==> src/rtl/uart_bus_master_pkg.sv <==
// Shared definitions for uart_bus_master: command opcodes, default response
// bytes, the controller state encoding and small state-decode helpers.
package uart_bus_master_pkg;

    // Command byte layout: opcode in [7:4], register address in [3:0].
    localparam logic [3:0] OP_WRITE = 4'h1;
    localparam logic [3:0] OP_READ  = 4'h2;

    localparam logic [7:0] ACK_BYTE_DEF = 8'hA5;
    localparam logic [7:0] NAK_BYTE_DEF = 8'h5A;

    typedef enum logic [2:0] {
        ST_IDLE,
        ST_GET_HI,
        ST_GET_LO,
        ST_BUS_WR,
        ST_BUS_RD,
        ST_RSP_ACK,
        ST_RSP_HI,
        ST_RSP_LO
    } state_e;

    // States in which the controller consumes bytes from the receiver.
    function automatic logic accepts_rx(input state_e s);
        return (s == ST_IDLE) || (s == ST_GET_HI) || (s == ST_GET_LO);
    endfunction

    // States in which a response byte is offered to the transmitter.
    function automatic logic drives_tx(input state_e s);
        return (s == ST_RSP_ACK) || (s == ST_RSP_HI) || (s == ST_RSP_LO);
    endfunction

endpackage

==> src/rtl/uart_bus_master.sv <==
// uart_bus_master
//   Bus initiator between uart_rx/uart_tx and the 16-bit peripheral bus.
//   Decodes command bytes (WRITE: cmd, data MSB, data LSB; READ: cmd),
//   runs one write or read cycle on the bus and answers with ACK, NAK or
//   the two read-data bytes (MSB first).
// Ports
//   clk, rst            clock (rising edge), asynchronous active-low reset
//   rx_data/valid/ready byte stream from uart_rx (ready is a state decode)
//   tx_data/valid/ready response stream to uart_tx (valid held until ready)
//   cs/addr/rd/wr       peripheral select, register address and strobes
//   bus_dout/bus_din    write data to / read data from the peripheral
module uart_bus_master
    import uart_bus_master_pkg::*;
#(
    parameter int         DATA_W   = 16,
    parameter int         ADDR_W   = 4,
    parameter int         RD_WAIT  = 1,
    parameter int         TIMEOUT  = 50000,
    parameter logic [7:0] ACK_BYTE = ACK_BYTE_DEF,
    parameter logic [7:0] NAK_BYTE = NAK_BYTE_DEF
) (
    input  logic              clk,
    input  logic              rst,
    input  logic [7:0]        rx_data,
    input  logic              rx_valid,
    output logic              rx_ready,
    output logic [7:0]        tx_data,
    output logic              tx_valid,
    input  logic              tx_ready,
    output logic              cs,
    output logic [ADDR_W-1:0] addr,
    output logic              rd,
    output logic              wr,
    output logic [DATA_W-1:0] bus_dout,
    input  logic [DATA_W-1:0] bus_din
);

    localparam int                 TMR_W     = (TIMEOUT > 1) ? $clog2(TIMEOUT) : 1;
    localparam logic [TMR_W-1:0]   TMR_LAST  = TMR_W'(TIMEOUT - 1);
    localparam logic [3:0]         WAIT_LAST = 4'(RD_WAIT);

    state_e              state_q, state_d;
    logic [ADDR_W-1:0]   addr_q, addr_d;
    logic [DATA_W-1:0]   bus_dout_q, bus_dout_d;
    logic                cs_q, cs_d;
    logic                rd_q, rd_d;
    logic                wr_q, wr_d;
    logic                tx_valid_q, tx_valid_d;
    logic [7:0]          tx_data_q, tx_data_d;
    logic [7:0]          rd_lo_q, rd_lo_d;     // read-data LSB parked for RSP_LO
    logic [TMR_W-1:0]    timer_q, timer_d;     // inter-byte idle counter
    logic [3:0]          wait_q, wait_d;       // clocks spent in BUS_RD

    logic                rx_fire;
    logic                timer_expired;
    logic [3:0]          cmd_op;
    logic [ADDR_W-1:0]   cmd_addr;

    assign rx_ready      = accepts_rx(state_q);
    assign rx_fire       = rx_valid & rx_ready;
    assign timer_expired = (timer_q == TMR_LAST);
    assign cmd_op        = rx_data[7:4];
    assign cmd_addr      = rx_data[ADDR_W-1:0];

    // NOTE: every signal written here gets a default first, so no path
    // through the case statement can leave one unassigned and infer a latch.
    always_comb begin
        state_d    = state_q;
        addr_d     = addr_q;
        bus_dout_d = bus_dout_q;
        tx_data_d  = tx_data_q;
        rd_lo_d    = rd_lo_q;
        timer_d    = timer_q;
        wait_d     = wait_q;

        case (state_q)
            ST_IDLE: begin
                timer_d = '0;
                if (rx_fire) begin
                    case (cmd_op)
                        OP_WRITE: begin
                            addr_d  = cmd_addr;
                            state_d = ST_GET_HI;
                        end
                        OP_READ: begin
                            addr_d  = cmd_addr;
                            wait_d  = '0;
                            state_d = ST_BUS_RD;
                        end
                        default: begin
                            tx_data_d = NAK_BYTE;
                            state_d   = ST_RSP_ACK;
                        end
                    endcase
                end
            end

            // A byte arriving on the expiry clock still wins: the sender
            // was not idle for the full window.
            ST_GET_HI: begin
                if (rx_fire) begin
                    bus_dout_d[15:8] = rx_data;
                    timer_d          = '0;
                    state_d          = ST_GET_LO;
                end else if (timer_expired) begin
                    timer_d = '0;
                    state_d = ST_IDLE;
                end else begin
                    timer_d = timer_q + 1'b1;
                end
            end

            ST_GET_LO: begin
                if (rx_fire) begin
                    bus_dout_d[7:0] = rx_data;
                    timer_d         = '0;
                    state_d         = ST_BUS_WR;
                end else if (timer_expired) begin
                    timer_d = '0;
                    state_d = ST_IDLE;
                end else begin
                    timer_d = timer_q + 1'b1;
                end
            end

            ST_BUS_WR: begin
                tx_data_d = ACK_BYTE;
                state_d   = ST_RSP_ACK;
            end

            // Data is sampled on the edge that ends the last strobe clock,
            // while cs/rd are still asserted.
            ST_BUS_RD: begin
                if (wait_q == WAIT_LAST) begin
                    tx_data_d = bus_din[15:8];
                    rd_lo_d   = bus_din[7:0];
                    state_d   = ST_RSP_HI;
                end else begin
                    wait_d = wait_q + 1'b1;
                end
            end

            ST_RSP_ACK: begin
                if (tx_ready) state_d = ST_IDLE;
            end

            ST_RSP_HI: begin
                if (tx_ready) begin
                    tx_data_d = rd_lo_q;
                    state_d   = ST_RSP_LO;
                end
            end

            ST_RSP_LO: begin
                if (tx_ready) state_d = ST_IDLE;
            end

            default: state_d = ST_IDLE;
        endcase

        // Outputs are registered from the next state so the strobes and
        // tx_valid line up exactly with the state they belong to.
        cs_d       = (state_d == ST_BUS_WR) || (state_d == ST_BUS_RD);
        wr_d       = (state_d == ST_BUS_WR);
        rd_d       = (state_d == ST_BUS_RD);
        tx_valid_d = drives_tx(state_d);
    end

    // NOTE: sequential state uses non-blocking assignments so every flop
    // samples the pre-edge value of every other flop.
    // NOTE: the asynchronous reset clears the strobes immediately, so an
    // aborted bus cycle never leaves cs/rd/wr asserted until the next edge.
    always_ff @(posedge clk or negedge rst) begin
        if (!rst) begin
            state_q    <= ST_IDLE;
            addr_q     <= '0;
            bus_dout_q <= '0;
            cs_q       <= 1'b0;
            rd_q       <= 1'b0;
            wr_q       <= 1'b0;
            tx_valid_q <= 1'b0;
            tx_data_q  <= '0;
            rd_lo_q    <= '0;
            timer_q    <= '0;
            wait_q     <= '0;
        end else begin
            state_q    <= state_d;
            addr_q     <= addr_d;
            bus_dout_q <= bus_dout_d;
            cs_q       <= cs_d;
            rd_q       <= rd_d;
            wr_q       <= wr_d;
            tx_valid_q <= tx_valid_d;
            tx_data_q  <= tx_data_d;
            rd_lo_q    <= rd_lo_d;
            timer_q    <= timer_d;
            wait_q     <= wait_d;
        end
    end

    assign cs       = cs_q;
    assign rd       = rd_q;
    assign wr       = wr_q;
    assign addr     = addr_q;
    assign bus_dout = bus_dout_q;
    assign tx_valid = tx_valid_q;
    assign tx_data  = tx_data_q;

endmodule

==> config.mk <==
export PLATFORM = sky130hd
export DESIGN_NAME = uart_bus_master
export DESIGN_NICKNAME = d
export VERILOG_FILES = /design/src/rtl/uart_bus_master_pkg.sv /design/src/rtl/uart_bus_master.sv
export SDC_FILE = /design/constraint.sdc
export NUM_CORES = 1
export LEC_CHECK = 0
export BUFFER_PORTS_ARGS = -buffer_cell sky130_fd_sc_hd__buf_2
export CAP_MARGIN = 10
export CORE_MARGIN = 1.5
export CORE_UTILIZATION = 25
export DETAILED_ROUTE_END_ITERATION = 6
export HOLD_SLACK_MARGIN = 0.05
export PLACE_DENSITY = 0.47
export SLEW_MARGIN = 20
export SYNTH_ARGS = -nofsm -noshare
export SYNTH_HDL_FRONTEND = slang
export SYNTH_SLANG_ARGS = --single-unit
export TNS_END_PERCENT = 1
==> constraint.sdc <==
create_clock -name clk -period 2.4 [get_ports clk]
set_input_delay 0.48 -clock clk [delete_from_list [all_inputs] [get_ports clk]]
set_output_delay 0.48 -clock clk [all_outputs]
set_load 0.01 [all_outputs]
* Yosys cells after proc, flatten, opt, wreduce, memory -nomap -nowiden *
Cells that the tools add are included.

storage, ports and cells
  input bits = 28
  logic and storage cells = 76
  flip-flop bits (word level) = 63
  output and inout bits = 33

operators by class
  bitwise operators = 1
  equal/unequal tests = 22
  add/subtract/negate cells = 2
  reduce and logical (&&, ||, !) cells = 18
  multiplexer cells = 21

operator list
  kind                   number
  $mux 16                2
  $mux 8                 4
  $pmux 16 s2            1
  $pmux 8 s4             1
  $eq 3x3->1 const B     8
  $mux 3                 7
  $pmux 3 s7             1
  $add 16x1->16 const B  1
  $eq 16x16->1 const B   1
  $mux 4                 3
  $ne 2x2->1 const B     5
  $eq 3x2->1 const B     3
  $eq 4x1->1 const B     2
  $pmux 4 s2             1
  $pmux 3 s2             1
  $reduce_and 2->1       3
  $reduce_or 2->1        3
  $logic_or 1x1->1       5
  $reduce_and 5->1       1
  $add 4x1->4 const B    1
  $eq 4x2->1 const B     1
  $reduce_and 4->1       1
  $reduce_bool 2->1      2
  $reduce_bool 4->1      1
  5 further kinds        5

* Depth between registers and ports, before layout *
  word-level depth = 9
  depth in mapped cells = 7

* Worst setup path after synthesis *
OpenSTA, ideal clock, no wires.

  path type = input-to-reg
  from = input rx_data[4]
  to = register wait_q[2]
  stages on the path = 5
  data arrival time = 1854 ps
  setup time = 87 ps
  slack = 459 ps
  cells stage by stage = or4b_1 > a211oi_1 > o211ai_1 > or2_1 > o211ai_1

between the ends
  longest elaborated chain between the ends = 3

ends and longest elaborated chain
  item                               RTL line                text
  from (decl)                        uart_bus_master.sv:24   input logic [7:0] rx_data,
  $eq 4x2->1                         uart_bus_master.sv:80   case (cmd_op)
  $ne 2x1->1 (no source line)        -
  $reduce_and 4->1 (no source line)  -
  to (signal assigned)               uart_bus_master.sv:197  wait_q <= wait_d;
  to (decl)                          uart_bus_master.sv:52   logic [3:0] wait_q, wait_d;

Every way passes these cells.
A chain may end at the register's enable or synchronous reset.

* Worst setup path after layout *
  from = register state_q[2]
  to = output rx_ready

between the ends
  longest elaborated chain between the ends = 3

ends and longest elaborated chain
  item                                                  RTL line                   text
  from (decl)                                           uart_bus_master.sv:42      state_e state_q, state_d;
  from (signal assigned)                                uart_bus_master.sv:187     state_q <= state_d;
  $eq 3x1->1 / $logic_not 3->1 (equally long branches)  uart_bus_master_pkg.sv:25  return (s == ST_IDLE) || (s == ST_GET_HI) || (s == ST_GET_LO);
  $logic_or 1x1->1                                      uart_bus_master_pkg.sv:25
  $logic_or 1x1->1 *                                    uart_bus_master_pkg.sv:25
  to (decl)                                             uart_bus_master.sv:26      output logic rx_ready,

Mark *: on every way between the ends. The rest lies on a longest branch, timed or not.

==> results.tsv <==
stage	metric	value	unit
cells_and_area	Area Growth Syn to Fin	26.2	%
worst_setup_path	CP required	1.92	ns
worst_setup_path	CP max-delay cell	dfrtp_1	
worst_setup_path	crit path cell chain	inv_1 -> nand2_1 -> inv_1 -> buf_2	
synth	Synth Cell Area	0.00305	mm^2
route	Vias/cell	4.76	
floorplanning	Top-Level Pins	61	
sta	WHS	0.146	ns
sta	# setup viols final	0	
route	Antenna Nets Post-Route	0	
global_routing	global-route wire length before repair	12100	um
cells_and_area	most frequent cells in the layout	dfrtp_1 (63), buf_2 (60), mux2_2 (36)	
power	P per Cell Area	1200	mW/mm^2
global_routing	initial antenna violation count	0	
synth	area leader, netlist	dfrtp_1	
sta	final hold vios	0	
power	Logic pwr share	0.353	
synth	Synth Flop Type	dfrtp_1	
clock_network	Num CTS Buffers	9	
worst_setup_path	max incr delay on CP	0.54	ns
sta	Slew @ Worst Pin	0.578	ns
global_routing	largest net degree at the start of global routing	41	
worst_setup_path	capturing point of the worst reg2reg path	timer_q[13]	
sta	Final Cycle Share	0.885	
synth	Unique masters post-synth	47	
worst_setup_path	arrival time at the worst endpoint	1.64	ns
clock_network	Clock Sinks	63	
worst_setup_path	register-to-register setup slack	0.32	ns
route	DR WL/cell	14.3	um
power	Pleak	1.71	nW
worst_setup_path	FF-to-FF Start	timer_q[0]	
power	Clk pwr share	0.278	
route	Iter 0 DRT Violations	76	
sta	Slew headroom	0.615	
cells_and_area	FF+latch area	0.00158	mm^2
global_routing	vias in the first global route	2409	
placement	hpwl dp	5140	um
placement	PortBufs	60	
clock_network	CTS Root Cell	clkbuf_16	
floorplanning	die area	0.0129	mm^2
floorplanning	Die W	113	um
worst_setup_path	crit end category	primary output	
synth	number of synthesized flops with an enable pin	0	
placement	dpl ws	0.0888	ns
cells_and_area	fillcell total	1229	
worst_setup_path	kind of critical path	register to primary output	
route	Routed WL	7070	um
worst_setup_path	CP delay by family, top	buffers and inverters	
clock_network	number of H-tree levels	3	
sta	fmax	471	MHz
synth	Async S/R FF share, synth	1.00	
power	maximum VDD drop	0.000526	V
clock_network	CTS Hold Buffers Added	0	
cells_and_area	Design Area, Final	0.00385	mm^2
global_routing	All-Layer GR Usage	0.122	
cells_and_area	commonest non-fill, non-tap cell in the layout	dfrtp_1	
sta	Setup Skew	0.00573	ns
status	run status	finished clean	
cells_and_area	layout cells sized above 1	0.354	
clock_network	Longest Clk Path Bufs	2	
cells_and_area	nets@finish	373	
route	1st-pass router iterations	4	
placement	dpl cell area	0.00355	mm^2
synth	Seq/Total Area, Yosys	0.517	
clock_network	CTS resizes	0	
sta	final setup TNS	0	ns
worst_setup_path	worst r2r path cells	6	
floorplanning	Rows	40	
route	DRC Markers	0	
synth	syn nets	306	
worst_setup_path	CP startpoint kind	register	
power	Int Pwr	3.06	mW
placement	GPL Wtd Cong	0.768	
run	# Max-Cap Violations	0	
worst_hold_path	worst hold path class	input port to async pin	
floorplanning	Starting Density	0.255	
sta	min Tclk post-route	2.12	ns
synth	Yosys reg bits	63	
clock_network	TritonCTS clock tree	built	
cells_and_area	Antenna Cells	0	
power	Net Switching	1.58	mW
power	Pwr Total	4.64	mW
worst_setup_path	WP buf/inv	3	
worst_setup_path	Most common cell on crit path	inv_1	
synth	Synth area leaders	dfrtp_1 (52%), mux2_2 (13%), o21ai_0 (4.1%)	
sta	Max Slew Vio Count	0	
synth	yosys warns	0	
global_routing	global route overflow	0	
sta	RSZ-0062 raised after global routing	no	
floorplanning	die extent in y	113	um
clock_network	Setup Buffers After CTS	0	
route	vias	2349	
worst_setup_path	CP max FO	12	
synth	area share of the largest cell type after synthesis	0.517	
synth	Avg Cell Area, Syn	11.1	um^2
clock_network	Clock Pin Slew Worst Setup and Hold Paths	0.06	ns
sta	final setup margin	0.277	ns
floorplanning	core area	0.0120	mm^2
clock_network	Clk Latency, worst-skew pair	0.33	ns
power	switching portion of total power	0.341	
synth	Post-Synthesis Cells	275	
power	share of power burned in registers	0.369	
cells_and_area	multi-input logic area	0.00139	mm^2
metrics by stage:
stage                     cells  utilization
final                       494        0.322
after global routing        494        0.322
after CTS                   494        0.322
after detailed placement    478        0.297
after global placement      478        0.297
after floorplan             275            -
kinds of logic after synthesis:
logic type                 Yosys count  share of synthesized area
xor gates and xnor gates             3                    0.00862
AOI/OAI and AO/OA                   57                      0.117
muxes                               44                      0.159
buffers and inverters               21                     0.0267
and+or+nand+nor                     84                      0.160
DFF                                 63                      0.517
adders and majority gates            3                     0.0123
power by group through the flow:
stage	Clock (mW)	Combinational [mW]	Sequential [mW]
3_5_place_dp	0	1.67	1.73
3_3_place_gp	0	1.64	1.73
5_1_grt	1.38	1.83	1.77
2_1_floorplan	0	1.03	1.75
6_report	1.29	1.64	1.71
4_1_cts	1.32	1.68	1.72
flip-flops by register name (all words and copies together), names as in the netlist:
name      flops
rd            1
rd_lo_q       8
tx_data       8
wr            1
tx_valid      1
wait_q        4
bus_dout     16
timer_q      16
state_q       3
addr          4
cs            1
per-layer routing:
layer | vias to the layer above | routed length, um | track usage
met1 | 1154 | 3470 | 0.159
met4 | 0 | 169 | 0.0667
met5 | - | 0 | 0
met3 | 10 | 316 | 0.0308
li1 | 1135 | - | -
met2 | 50 | 3110 | 0.185
synthesized netlist by cell type, drive strengths merged, types with 6 or more instances:
master and n:
nand2 20, mux2i 8, clkbuf 9, inv 10
o21ai 25, dfrtp 63, mux2 36, a21oi 11
nand3 9, nor3 6, nor2 10
worst reg2reg max path: cells and delay by family (launching register included):
family,cells,cell delay (ns)
adders and majority gates,1,0.24
and+or+nand+nor,3,1.03
DFF,1,0.40
AOI/OAI and AO/OA,2,0.32
worst max-delay path by stage:
stage / from / endpoint / slack [ns] / cells after the start
after floorplan: rx_data[4] / wait_q[2] / 0.46 / 5
after global placement: rx_data[4] / wait_q[3] / 0.15 / 6
after detailed placement: rx_data[4] / wait_q[3] / 0.09 / 6
after CTS: state_q[2] / rx_ready / 0.22 / 4
after global routing: state_q[2] / rx_ready / 0.11 / 4
final: state_q[2] / rx_ready / 0.28 / 4
area by class of cell:
cell class,count,share of cell area
Clock buffer,13,0.0650
Clock inverter,3,0.0111
Inverter,10,0.00976
Multi-Input combinational cell,191,0.362
Sequential cell,63,0.410
Tap cell,147,0.0478
Timing Repair Buffer,67,0.0950
Power figures use the tool's default switching activity.
